`src/rtl/deco_pkg.sv`:
```
// Shared types for the decode-and-dispatch front end: opcodes, queues, functional
// units, the instruction view and the buffered dispatch entry.
package deco_pkg;

  localparam int DECO_XLEN      = 64;
  localparam int DISPATCH_DEPTH = 4;

  typedef enum logic [6:0] {
    OP_LOAD     = 7'b0000011,
    OP_LOAD_FP  = 7'b0000111,
    OP_FENCE    = 7'b0001111,
    OP_ALU_I    = 7'b0010011,
    OP_AUIPC    = 7'b0010111,
    OP_ALU_I_W  = 7'b0011011,
    OP_STORE    = 7'b0100011,
    OP_STORE_FP = 7'b0100111,
    OP_ATOMICS  = 7'b0101111,
    OP_ALU      = 7'b0110011,
    OP_LUI      = 7'b0110111,
    OP_ALU_W    = 7'b0111011,
    OP_FMADD    = 7'b1000011,
    OP_FMSUB    = 7'b1000111,
    OP_FNMSUB   = 7'b1001011,
    OP_FNMADD   = 7'b1001111,
    OP_FP       = 7'b1010011,
    OP_BRANCH   = 7'b1100011,
    OP_JALR     = 7'b1100111,
    OP_JAL      = 7'b1101111,
    OP_SYSTEM   = 7'b1110011
  } opcode_et;

  typedef enum logic [0:0] {
    INTEGER_QUEUE = 1'b0,
    MEMORY_QUEUE  = 1'b1
  } queue_et;

  typedef enum logic [2:0] {
    UNIT_ALU    = 3'd0,
    UNIT_BRANCH = 3'd1,
    UNIT_MUL    = 3'd2,
    UNIT_DIV    = 3'd3,
    UNIT_MEM    = 3'd4
  } functional_unit_et;

  typedef enum logic [1:0] {
    RV32I = 2'd0,
    RV32E = 2'd1,
    RV64I = 2'd2
  } base_integer_set_et;

  typedef struct packed {
    logic [6:0] func7;
    logic [4:0] rs2;
    logic [4:0] rs1;
    logic [2:0] func3;
    logic [4:0] rd;
    logic [6:0] opcode;
  } common_format_t;

  typedef struct packed {
    logic [11:0] imm;
    logic [4:0]  rs1;
    logic [2:0]  func3;
    logic [4:0]  rd;
    logic [6:0]  opcode;
  } itype_format_t;

  typedef union packed {
    common_format_t common;
    itype_format_t  itype;
  } instruction_t;

  // pc is held at full width; narrower cores zero-extend into it
  typedef struct packed {
    logic [DECO_XLEN-1:0] pc;
    instruction_t         inst;
    functional_unit_et    unit;
    logic                 illegal;
  } dispatch_entry_t;

  typedef struct packed {
    queue_et           queue;
    functional_unit_et unit;
    logic              illegal;
  } decode_t;

endpackage

```
`src/rtl/deco_fifo.sv`:
```
// In-order circular FIFO of dispatch entries with registered valid/full flags
// and a synchronous flush that wins over any same-cycle push or pop.
module deco_fifo
  import deco_pkg::*;
#(
  parameter int DEPTH = DISPATCH_DEPTH
) (
  input  logic                    clk_i,
  input  logic                    rstn_i,
  input  logic                    flush_i,
  input  logic                    push_i,
  input  dispatch_entry_t         entry_i,
  input  logic                    ready_i,
  output logic                    valid_o,
  output logic                    full_o,
  output dispatch_entry_t         entry_o,
  output logic [$clog2(DEPTH):0]  count_o
);

  localparam int              PW       = $clog2(DEPTH);
  localparam int              CW       = PW + 1;
  localparam logic [PW-1:0]   PTR_ONE  = PW'(1);
  localparam logic [CW-1:0]   CNT_ONE  = CW'(1);
  localparam logic [CW-1:0]   CNT_FULL = CW'(DEPTH);

  dispatch_entry_t mem_r [DEPTH];
  logic [PW-1:0]   rd_ptr_r;
  logic [PW-1:0]   wr_ptr_r;
  logic [CW-1:0]   count_r;
  logic [CW-1:0]   count_next_s;
  logic            valid_r;
  logic            full_r;
  logic            push_s;
  logic            pop_s;

  assign push_s = push_i & ~full_r;
  assign pop_s  = valid_r & ready_i;

  // next occupancy; flush discards everything including in-flight push/pop
  always_comb begin
    count_next_s = count_r;
    if (flush_i) begin
      count_next_s = {CW{1'b0}};
    end else begin
      case ({push_s, pop_s})
        2'b10:   count_next_s = count_r + CNT_ONE;
        2'b01:   count_next_s = count_r - CNT_ONE;
        default: count_next_s = count_r;
      endcase
    end
  end

  // pointers, count and the flags derived from the next count
  always_ff @(posedge clk_i or negedge rstn_i) begin
    if (!rstn_i) begin
      rd_ptr_r <= {PW{1'b0}};
      wr_ptr_r <= {PW{1'b0}};
      count_r  <= {CW{1'b0}};
      valid_r  <= 1'b0;
      full_r   <= 1'b0;
    end else if (flush_i) begin
      rd_ptr_r <= {PW{1'b0}};
      wr_ptr_r <= {PW{1'b0}};
      count_r  <= {CW{1'b0}};
      valid_r  <= 1'b0;
      full_r   <= 1'b0;
    end else begin
      if (push_s) begin
        wr_ptr_r <= wr_ptr_r + PTR_ONE;
      end
      if (pop_s) begin
        rd_ptr_r <= rd_ptr_r + PTR_ONE;
      end
      count_r <= count_next_s;
      valid_r <= (count_next_s != {CW{1'b0}});
      full_r  <= (count_next_s == CNT_FULL);
    end
  end

  // entry storage carries no reset; contents are qualified by valid
  always_ff @(posedge clk_i) begin
    if (push_s && !flush_i) begin
      mem_r[wr_ptr_r] <= entry_i;
    end
  end

  assign entry_o = mem_r[rd_ptr_r];
  assign count_o = count_r;
  assign valid_o = valid_r;
  assign full_o  = full_r;

endmodule

```
`src/rtl/deco_dispatch_buffer.sv`:
```
// Decodes one fetched instruction per cycle into a target queue and functional
// unit, then buffers it in the integer or memory dispatch FIFO.
module deco_dispatch_buffer
  import deco_pkg::*;
#(
  parameter int                 XLEN     = DECO_XLEN,
  parameter int                 DEPTH    = DISPATCH_DEPTH,
  parameter base_integer_set_et BASE_ISA = RV64I,
  parameter bit                 EXT_M    = 1'b1,
  parameter bit                 EXT_A    = 1'b0
) (
  input  logic                    clk_i,
  input  logic                    rstn_i,
  input  logic                    flush_i,
  input  logic                    inst_valid_i,
  input  instruction_t            inst_i,
  input  logic [XLEN-1:0]         pc_i,
  output logic                    inst_ready_o,
  output logic                    int_valid_o,
  input  logic                    int_ready_i,
  output dispatch_entry_t         int_entry_o,
  output logic [$clog2(DEPTH):0]  int_count_o,
  output logic                    mem_valid_o,
  input  logic                    mem_ready_i,
  output dispatch_entry_t         mem_entry_o,
  output logic [$clog2(DEPTH):0]  mem_count_o
);

  // Illegal encodings fall back to the integer queue as a plain ALU op so the
  // exception is raised in order by the integer pipeline.
  function automatic decode_t decode_inst(input instruction_t inst);
    decode_t d;
    d.queue   = INTEGER_QUEUE;
    d.unit    = UNIT_ALU;
    d.illegal = 1'b0;
    case (inst.common.opcode)
      OP_LUI, OP_AUIPC, OP_ALU_I, OP_FENCE, OP_SYSTEM: d.unit = UNIT_ALU;
      OP_BRANCH, OP_JAL, OP_JALR:                      d.unit = UNIT_BRANCH;
      OP_ALU_I_W:                                      d.illegal = (BASE_ISA != RV64I);
      OP_ALU, OP_ALU_W: begin
        if (inst.common.func7 == 7'b0000001) begin
          d.unit    = inst.common.func3[2] ? UNIT_DIV : UNIT_MUL;
          d.illegal = !EXT_M;
        end else begin
          d.unit    = UNIT_ALU;
        end
        d.illegal = d.illegal |
                    ((inst.common.opcode == OP_ALU_W) && (BASE_ISA != RV64I));
      end
      OP_LOAD, OP_STORE: begin
        d.queue = MEMORY_QUEUE;
        d.unit  = UNIT_MEM;
      end
      OP_ATOMICS: begin
        d.queue   = MEMORY_QUEUE;
        d.unit    = UNIT_MEM;
        d.illegal = !EXT_A;
      end
      default: d.illegal = 1'b1;
    endcase
    d.queue = d.illegal ? INTEGER_QUEUE : d.queue;
    d.unit  = d.illegal ? UNIT_ALU      : d.unit;
    return d;
  endfunction

  decode_t         dec_s;
  dispatch_entry_t entry_s;
  logic            accept_s;
  logic            int_push_s;
  logic            mem_push_s;
  logic            int_full_s;
  logic            mem_full_s;

  // classify the offered instruction and assemble its entry
  always_comb begin
    dec_s           = decode_inst(inst_i);
    entry_s.pc      = DECO_XLEN'(pc_i);
    entry_s.inst    = inst_i;
    entry_s.unit    = dec_s.unit;
    entry_s.illegal = dec_s.illegal;
  end

  // ready depends only on registered fullness, never on the offered data
  assign inst_ready_o = ~int_full_s & ~mem_full_s & rstn_i;
  assign accept_s     = inst_valid_i & inst_ready_o;
  assign int_push_s   = accept_s & (dec_s.queue == INTEGER_QUEUE);
  assign mem_push_s   = accept_s & (dec_s.queue == MEMORY_QUEUE);

  deco_fifo #(.DEPTH(DEPTH)) u_int_fifo (
    .clk_i   (clk_i),
    .rstn_i  (rstn_i),
    .flush_i (flush_i),
    .push_i  (int_push_s),
    .entry_i (entry_s),
    .ready_i (int_ready_i),
    .valid_o (int_valid_o),
    .full_o  (int_full_s),
    .entry_o (int_entry_o),
    .count_o (int_count_o)
  );

  deco_fifo #(.DEPTH(DEPTH)) u_mem_fifo (
    .clk_i   (clk_i),
    .rstn_i  (rstn_i),
    .flush_i (flush_i),
    .push_i  (mem_push_s),
    .entry_i (entry_s),
    .ready_i (mem_ready_i),
    .valid_o (mem_valid_o),
    .full_o  (mem_full_s),
    .entry_o (mem_entry_o),
    .count_o (mem_count_o)
  );

endmodule

```
`config.mk`:
```
export PLATFORM = sky130hd
export DESIGN_NAME = deco_dispatch_buffer
export DESIGN_NICKNAME = d
export VERILOG_FILES = /design/src/rtl/deco_pkg.sv /design/src/rtl/deco_fifo.sv /design/src/rtl/deco_dispatch_buffer.sv
export SDC_FILE = /design/constraint.sdc
export NUM_CORES = 1
export LEC_CHECK = 0
export CAP_MARGIN = 15
export CORE_MARGIN = 3
export CORE_UTILIZATION = 61
export DETAILED_ROUTE_END_ITERATION = 12
export PLACE_DENSITY = 0.85
export SYNTH_ARGS = -nofsm -noshare
export SYNTH_HDL_FRONTEND = slang
export SYNTH_SLANG_ARGS = --single-unit
export TNS_END_PERCENT = 30
```
`constraint.sdc`:
```
create_clock -name clk_i -period 6.3 [get_ports clk_i]
set_clock_uncertainty 0.05 [all_clocks]
set_input_delay 0.945 -clock clk_i [delete_from_list [all_inputs] [get_ports clk_i]]
set_output_delay 0.945 -clock clk_i [all_outputs]
set_load 0.02 [all_outputs]
```
# Word level (Yosys, flattened, before mapping)
# Memory sizes are Yosys's and may differ from the RTL's.
# Cells that the tools add are included.
totals:
  reg_bits: 18
  ramBits: 800
  inputBits: 102
  out_inout_bits: 209
  word_cells: 95
  n_memories: 2
memory_table:
  columns: ["memory", "depth", "width", "read_ports", "rd_ports_with_merged_regs", "wr", "line", "text"]
  rows:
  - ["u_int_fifo.mem_r", 4, 100, 1, 0, 1, "deco_fifo.sv:26", "dispatch_entry_t mem_r [DEPTH];"]
  - ["u_mem_fifo.mem_r", 4, 100, 1, 0, 1, "deco_fifo.sv:26", null]
classes:
  n_addsub: 8
  eq_ne: 21
  muxes: 29
  bitwise_logic: 12
  n_reduce_logical: 13
op_table:
  columns: ["cell", "count"]
  rows:
  - ["$eq A7 B6 Y1 const B", 5]
  - ["$eq A7 B7 Y1 const B", 4]
  - ["$eq A7 B5 Y1 const B", 3]
  - ["$mux W2", 9]
  - ["$mux W3", 5]
  - ["$reduce_or A13 Y1", 1]
  - ["$mux W1", 12]
  - ["$pmux W3 S2", 2]
  - ["$and A1 B1 Y1", 9]
  - ["$pmux W3 S3", 1]
  - ["$add A2 B1 Y2 const B", 4]
  - ["$reduce_bool A2 Y1", 4]
  - ["$eq A7 B1 Y1 const B", 1]
  - ["$eq A7 B2 Y1 const B", 1]
  - ["$eq A7 B4 Y1 const B", 1]
  - ["$add A3 B1 Y3 const B", 2]
  - ["$eq A3 B3 Y1 const B", 2]
  - ["$reduce_bool A3 Y1", 2]
  - ["$reduce_or A3 Y1", 2]
  - ["$sub A3 B1 Y3 const B", 2]
  - ["$eq A2 B1 Y1 const B", 2]
  - ["$eq A2 B2 Y1 const B", 2]
  - ["$not A1 Y1", 3]
  - ["$logic_and A1 B1 Y1", 2]
  - ["2 further kinds", 2]

# Longest topological paths before layout
# Gate-level depths: netlist of run 1.
logic_depth:
  ltp_word: 12
  depth_mapped: 9
  mapped_depth_nobuf: 9

# Cells and area by module
# From an unflattened synthesis of run 1, not the netlist that was laid out.
unflattened:
  cells_unflattened: 1169
  hier_area_um2: 30055.1
by_module_without_submodules:
  columns: ["mod", "n_inst", "cells_each", "area_each_um2", "seq_area_each_um2"]
  rows:
  - ["deco_fifo", 2, 572, 14944.3, 12236.7]
  - ["deco_dispatch_buffer", 1, 25, 166.4, 0.0]

# Worst setup path after synthesis of run 1
# OpenSTA, ideal clock, no wires.
synth_path:
  path_kind: "input to register"
  start: "input port inst_i[3] in the netlist's numbering"
  end: "memory u_mem_fifo.mem_r[0][0] in the netlist's numbering, enable pin"
  setup_time_ns: 0.470
  arrival_time_ns: 4.004
  required_time_ns: 5.780
  setup_slack_ns: 1.776
  cell_stages: 4
  path_buffers: 0
  cell_sequence: "nor4_4 > and2_4 > nor3b_4 > and2_1"
synth_via:
  elab_chain_cells: 9
  word_cells_on_any_way: 23
  cone_classes: "14 x eq/ne; 4 x mux; 2 x bitwise; 3 x reduce/logical"
synth_lines:
  columns: ["item", "line", "text"]
  rows:
  - ["start: declaration", "deco_dispatch_buffer.sv:16", "input instruction_t inst_i,"]
  - ["$eq A7 B6 Y1 / $eq A7 B2 Y1 (equally long branches)", "deco_dispatch_buffer.sv:36", "case (inst.common.opcode)"]
  - ["$reduce_or A3 Y1 (no source line)", null, null]
  - ["$mux W1", "deco_dispatch_buffer.sv:36", null]
  - ["$mux W1 *", "deco_dispatch_buffer.sv:61", "d.queue = d.illegal ? INTEGER_QUEUE : d.queue;"]
  - ["$and A1 B1 Y1 *", "deco_dispatch_buffer.sv:87", "assign mem_push_s = accept_s & (dec_s.queue == MEMORY_QUEUE);"]
  - ["$and A1 B1 Y1 *", "deco_fifo.sv:36", "assign push_s = push_i & ~full_r;"]
  - ["$logic_and A1 B1 Y1 *", "deco_fifo.sv:82", "if (push_s && !flush_i) begin"]
  - ["$mux W1 *", "deco_fifo.sv:82", null]
  - ["$mux W1 (implied by the code) *", "deco_fifo.sv:83", "mem_r[wr_ptr_r] <= entry_i;"]
  - ["end: declaration", "deco_fifo.sv:26", null]
# Every way passes the cells marked *; elsewhere a longest branch is shown, timed or not.

==> impl_metrics.csv, run 1 <==
group,metric,value,unit
critical_path,r2r-start,"u_int_fifo.full_o",
final_layout,multiInputGateArea,5230,um^2
hold_path,worst_hold_path_type,"flip-flop to flip-flop",
floorplan,die_w,228,um
place,dp_hpwl,38800,um
floorplan,core_area,48100,um^2
timing,fin_tns_setup,0,ns
final_layout,fin_nets,1641,
critical_path,path_delay_family,"buffers and inverters",
critical_path,cp-start-kind,"flip-flop",
clock_tree,root_buffer,"clkbuf_16",
synthesis,syn_nets,1278,
clock_tree,numCtsBuffers,79,
final_layout,drive_above_1_share,21.3,%
synthesis,yosysWarningCount,0,
synthesis,ys_types,34,
clock_tree,ctsResizeCount,0,
synthesis,synth_area_per_cell,25.8,um^2
route,drc,0,
timing,hold_viol_final,0,
floorplan,die_h,228,um
synthesis,synth_edf_count,800,
power_and_ir_drop,vdd_drop_max,0.298,mV
grt,grt_use_total,27.5,%
critical_path,cp.buffers_inverters,2,
synthesis,yosysTopAreaCell,"edfxtp_1",
floorplan,fp.dieArea,52000,um^2
clock_tree,cts_tree,"yes",
synthesis,synth_ff_type,"edfxtp_1",
final_layout,seqCellArea,24500,um^2
critical_path,cp-startpoint,"u_int_fifo.rd_ptr_r[1]",
run,drv_cap,0,
critical_path,worstPathRequired,5.30,ns
synthesis,ys_seq_elements,818,
critical_path,reg2reg_slack,3.49,ns
floorplan,row_count,80,
route,wire_per_inst,31.0,um
route,avgViaCountPerCell,6.32,
timing,period_needed,4.53,ns
power_and_ir_drop,leakagePower,11.3,nW
grt,grt-ovfl-total,0,
synthesis,synth.cells.most_frequent,"edfxtp_1 (800), mux4_2 (200), nor2_1 (20)",
grt,antenna_found_initial,5,
critical_path,cpPeakStageDelay,1.14,ns
timing,drv_slew,0,
clock_tree,postCtsSetupRepairBufs,0,
place,io_buffers,310,
timing,finalCritPeriodShare,71.9,%
synthesis,yosysTopAreaCellShare,80.0,%
status,outcome,"finished, final reports clean",
grt,grt_max_degree,75,
timing,rsz0062_at_grt,"false",
critical_path,cp.depth,3,
clock_tree,clk_pin_slew,0.07,ns
route,drt_wl_total,69600,um
synthesis,synth.yosys.seq_area_share,81.5,%
synthesis,synth.most_common_cell,"edfxtp_1",
floorplan,io_pins,311,
floorplan,start_util,62.4,%
critical_path,critical_path_arrival,3.54,ns
synthesis,synth_area_leaders,"edfxtp_1 (80%), mux4_2 (15%), dfrtp_1 (1.5%)",
timing,worstMarginPinSlew,1.19,ns
critical_path,worstSetupEndpointType,"primary output",
timing,timing.max_slew.rel_slack,20.7,%
place,gp_congestion,0.786,
critical_path,reg2reg_to,"u_int_fifo.mem_r[1][17]",
timing,fmax,0.221,GHz
critical_path,reg2reg_depth,4,
synthesis,netlist_area,30000,um^2
route,vias,14194,
critical_path,slowest_stage,"dfrtp_4",
synthesis,async_flop_share,2.20,%
power_and_ir_drop,p_per_area,323,nW/um^2
clock_tree,cts_htree_levels,3,
grt,grt_pass1_vias,14998,
clock_tree,clkLatencyLatePin,0.61,ns
clock_tree,clockBufferDepth,3,
clock_tree,cts-hold-fix-buffers,0,
synthesis,synth_cells,1164,
grt,grt_pass1_wl,104000,um
route,drt_pass1_iterations,5,
final_layout,fillers,2445,
final_layout,fin_util,75.4,%
route,ant_nets,0,
timing,setup_viol,0,
critical_path,crit_type,"flip-flop to primary output",
critical_path,critPathMaxFanout,65,
critical_path,path_cells,"buf_4 -> mux4_2 -> clkdlybuf4s50_1",
route,drt-initial-drc-count,1757,
clock_tree,cts.sinks,818,
critical_path,endpoint,"int_entry_o[6]",
final_layout,area_delta_synth_final,20.9,%
==> sequential cells by signal, summed over array words and instances, names as in the netlist <==
register             count
u_int_fifo.full_o        1
u_int_fifo.rd_ptr_r      2
u_mem_fifo.wr_ptr_r      2
u_int_fifo.valid_o       1
u_int_fifo.wr_ptr_r      2
u_int_fifo.mem_r       400
u_mem_fifo.rd_ptr_r      2
u_mem_fifo.full_o        1
u_mem_fifo.mem_r       400
u_mem_fifo.count_o       3
u_int_fifo.count_o       3
u_mem_fifo.valid_o       1
==> layer usage <==
layer / GRT usage (%) / share of wire (%)
met3: 5.16 / 7.7
met1: 37.6 / 38
met2: 47.0 / 53
met5: 0 / 0.082
met4: 7.22 / 2.0
==> where the power goes <==
group,internal (mW),leakage [nW],switching [mW]
clock,2.51,1.19,1.98
sequential,6.03,7.44,0.0716
combinational,0.570,2.63,0.582
total,9.11,11.3,2.63
==> worst min path at each step <==
stage          cells past startpoint                endpoint                    from
2_1_floorplan                      2  u_int_fifo.wr_ptr_r[1]  u_int_fifo.wr_ptr_r[1]
3_3_place_gp                       2  u_int_fifo.wr_ptr_r[1]  u_int_fifo.wr_ptr_r[1]
3_5_place_dp                       2  u_mem_fifo.wr_ptr_r[1]  u_mem_fifo.wr_ptr_r[1]
4_1_cts                            2  u_int_fifo.wr_ptr_r[1]  u_int_fifo.wr_ptr_r[1]
5_1_grt                            2  u_int_fifo.wr_ptr_r[1]  u_int_fifo.wr_ptr_r[1]
6_report                           2  u_int_fifo.wr_ptr_r[1]  u_int_fifo.wr_ptr_r[1]
==> cells by family after synthesis <==
kind of cell	count (synthesis)	synth area share (%)
muxes	204	15.1
buffers and inverters	53	1.19
and+or+nand+nor	54	1.10
adders and majority gates	12	0.550
xor gates and xnor gates	12	0.350
AOI/OAI and AO/OA	11	0.225
DFF	818	81.5
==> cell usage in the layout (no fill, tap or decap), types with 3 or more instances in the layout <==
cell type	instances
nand2_1	5
bufinv_16	3
clkbuf_16	81
ha_1	10
buf_4	12
clkbuf_1	19
xor2_1	4
nor2_1	20
inv_1	7
edfxtp_1	800
mux4_2	200
a21oi_1	4
and2_4	9
nor3b_1	3
mux2i_1	4
and2_1	3
nor3_1	3
dfrtp_1	14
buf_12	6
dfrtp_4	4
xnor2_1	8
clkinv_1	19
clkinv_2	11
clkdlybuf4s50_1	310
==> final cells by class <==
type	instances	area share, %
well taps	656	2.26
repair buffers	328	9.12
multi-input cells	293	14.4
clock buffers	101	5.82
inverters	7	0.0723
diodes	1	0.00689
flip-flops and latches	818	67.4
clock inverters	41	0.885
==> worst register-to-register path, stage by stage, from the launching register on <==
cell and delay [ns]:
dfrtp_1 0.39, nand4bb_4 0.27, nor3_1 0.47, and2_4 0.86, buf_12 0.36
==> through the flow <==
stage / hold slack, ns / instance area (um^2) / power [mW] / instances / setup WS, ns
after CTS: 0.575 / 36300 / 11.8 / 2244 / 1.69
after global placement: 0.520 / 33900 / 7.34 / 2102 / 2.01
final: 0.575 / 36300 / 11.7 / 2245 / 1.77
after global routing: 0.613 / 36300 / 12.1 / 2245 / 1.63
after detailed placement: 0.553 / 33900 / 7.37 / 2102 / 1.91
after floorplan: 0.488 / 30000 / 6.84 / 1164 / 1.78
(Power assumes the default switching activity.)
==> inputs of run 2 (changes only) <==
CORE_UTILIZATION = 56   (was 61)
PLACE_DENSITY = 0.79   (was 0.85)
clock period = 4.2 ns   (was 6.3 ns; I/O delays follow)
==> run 2 against run 1 <==
Compared with the run above:
- non-clock buffer count increased by 16
- cell count increased by 1.9%
- critical path type unchanged
- critical path depth unchanged
- core utilization decreased by 6.0 points
- die area increased by 8.7%
- combinational power increased by 54%
- final area increased by 1.1%
==> impl_metrics.csv, run 2 (same netlist as run 1, synthesis figures left out) <==
group,metric,value,unit
grt,antenna_found_initial,6,
floorplan,fp.dieArea,56500,um^2
floorplan,die_h,238,um
clock_tree,cts-hold-fix-buffers,0,
timing,rsz0062_at_grt,"false",
final_layout,final_common_cell,"edfxtp_1",
run,drv_cap,0,
grt,grt_max_degree,64,
clock_tree,ctsResizeCount,0,
final_layout,fin_nets,1657,
final_layout,largestRegisters,"u_int_fifo.mem_r: 400 flops, u_mem_fifo.mem_r: 400 flops",
clock_tree,root_buffer,"clkbuf_16",
route,ant_nets,0,
floorplan,core_area,52900,um^2
power_and_ir_drop,switchingPower,3.86,mW
critical_path,critical_path_arrival,3.09,ns
timing,hold_viol_final,0,
timing,drv_slew,0,
place,gp_congestion,0.744,
route,drt_wl_total,65400,um
critical_path,worstSetupEndpointType,"primary output",
route,wire_per_inst,28.6,um
place,io_buffers,310,
critical_path,critPathMaxFanout,33,
hold_path,worst_hold_path_type,"input port to asynchronous set/reset pin",
critical_path,path_cells,"buf_4 -> mux4_2 -> clkdlybuf4s50_1",
clock_tree,cts_htree_levels,3,
critical_path,reg2reg_depth,8,
place,pre_cts_ws,0.600,ns
route,avgViaCountPerCell,6.02,
clock_tree,postCtsSetupRepairBufs,0,
power_and_ir_drop,leakagePower,11.4,nW
final_layout,area_delta_synth_final,22.2,%
floorplan,io_pins,311,
critical_path,cp-start-kind,"flip-flop",
route,vias,13761,
power_and_ir_drop,vdd_drop_max,0.297,mV
clock_tree,clk_pin_slew,0.06,ns
critical_path,reg2reg_to,"u_int_fifo.valid_o",
grt,grt_pass1_vias,14450,
critical_path,slowest_stage,"dfrtp_4",
place,place_inst,2150,
critical_path,worstPathRequired,3.52,ns
critical_path,crit_type,"flip-flop to primary output",
critical_path,r2r-start,"u_int_fifo.full_o",
route,drc,0,
final_layout,fillers,3020,
clock_tree,clockBufferDepth,3,
timing,worstMarginPinSlew,1.01,ns
timing,finalCritPeriodShare,89.7,%
route,drt_pass1_iterations,5,
critical_path,cp-startpoint,"u_mem_fifo.rd_ptr_r[0]",
timing,period_needed,3.77,ns
power_and_ir_drop,p_per_area,486,nW/um^2
power_and_ir_drop,pwr-share-comb,9.9,%
final_layout,drive_above_1_share,22.4,%
place,dp_hpwl,37800,um
power_and_ir_drop,switching_share,21.7,%
clock_tree,clkLatencyLatePin,0.60,ns
clock_tree,cts.sinks,818,
grt,grt-ovfl-total,0,
power_and_ir_drop,power,17.8,mW
final_layout,layout_common_cells,"edfxtp_1 (800), clkdlybuf4s50_1 (310), mux4_2 (200)",
power_and_ir_drop,pwr-share-seq,51.2,%
power_and_ir_drop,pwr-share-clk,38.9,%
floorplan,row_count,84,
floorplan,start_util,56.8,%
route,drt-initial-drc-count,1307,
power_and_ir_drop,intPower,14.0,mW
timing,timing.max_slew.rel_slack,31.9,%
floorplan,die_w,238,um
grt,grt_use_total,23.7,%
timing,fmax,0.266,GHz
timing,setup_viol,0,
grt,grt_pass1_wl,97700,um
critical_path,cpPeakStageDelay,0.94,ns
clock_tree,numCtsBuffers,79,
timing,fin_ws,0.434,ns
critical_path,reg2reg_slack,1.60,ns
status,outcome,"finished, final reports clean",
clock_tree,cts_tree,"yes",
final_layout,final_cells,2287,
run 2: cell types whose count changed in the layout (fill, tap and decap cells not counted):
cell,previous run,this run
clkinv_8,2,1
clkbuf_16,81,84
diode_2,1,2
bufinv_16,3,7
inv_16,2,0
buf_12,6,18
clkinvlp_4,2,3
buf_4,12,16
clkbuf_1,19,11
clkinv_1,19,17
clkinv_2,11,9
clkinv_4,1,2
clkbuf_8,1,0
run 2: cell type report:
cell class	count	area, um^2	area share, %
repair buffers	344	3580	9.76
clock buffers	95	2140	5.84
inverters	7	26.3	0.0715
multi-input cells	293	5230	14.3
clock inverters	40	384	1.05
flip-flops and latches	818	24500	66.7
diodes	2	5.00	0.0136
well taps	688	861	2.34
run 2: worst max path at each step:
stage,end,slack [ns],cells past startpoint
after floorplan,u_mem_fifo.mem_r[2][0],-0.009,4
after global placement,u_mem_fifo.full_o,0.73,9
after detailed placement,u_int_fifo.mem_r[1][37],0.60,6
after CTS,mem_entry_o[46],0.33,3
after global routing,mem_entry_o[66],0.28,3
final,mem_entry_o[46],0.43,3
run 2: power by group through the flow:
stage	clock (mW)	combinational (mW)	sequential, mW
2_1_floorplan	0	0.994	9.27
3_3_place_gp	0	1.75	9.29
3_5_place_dp	0	1.78	9.30
4_1_cts	7.06	1.80	9.13
5_1_grt	7.37	1.87	9.13
6_report	6.93	1.77	9.12
run 2: metrics by stage:
stage / utilization [%] / hold WS, ns / TNS [ns] / area [um^2]
after global placement: 64.7 / 0.521 / 0 / 34200
after CTS: 69.5 / 0.431 / 0 / 36700
final: 69.5 / 0.457 / 0 / 36700
after global routing: 69.5 / 0.489 / 0 / 36700
after floorplan: - / 0.284 / -1.80 / 30000
after detailed placement: 64.7 / 0.531 / 0 / 34200
run 2: worst max-delay path, delay by kind of cell (launching register included):
kind	cells	cell delay, ns
buffers and inverters	2	0.96
flip-flops	1	0.94
multiplexers	1	0.56
run 2: per-layer routing:
layer  global-route usage (%)  vias to the layer above  wire [um]  part of all wire [%]
met2                     38.5                      560      33300                    51
met1                     33.3                     7358      25800                    39
met4                     7.19                        8       1490                   2.3
met5                        0                        -         57                 0.087
met3                     5.17                       96       4690                   7.2
li1                         -                     5739          -                     -
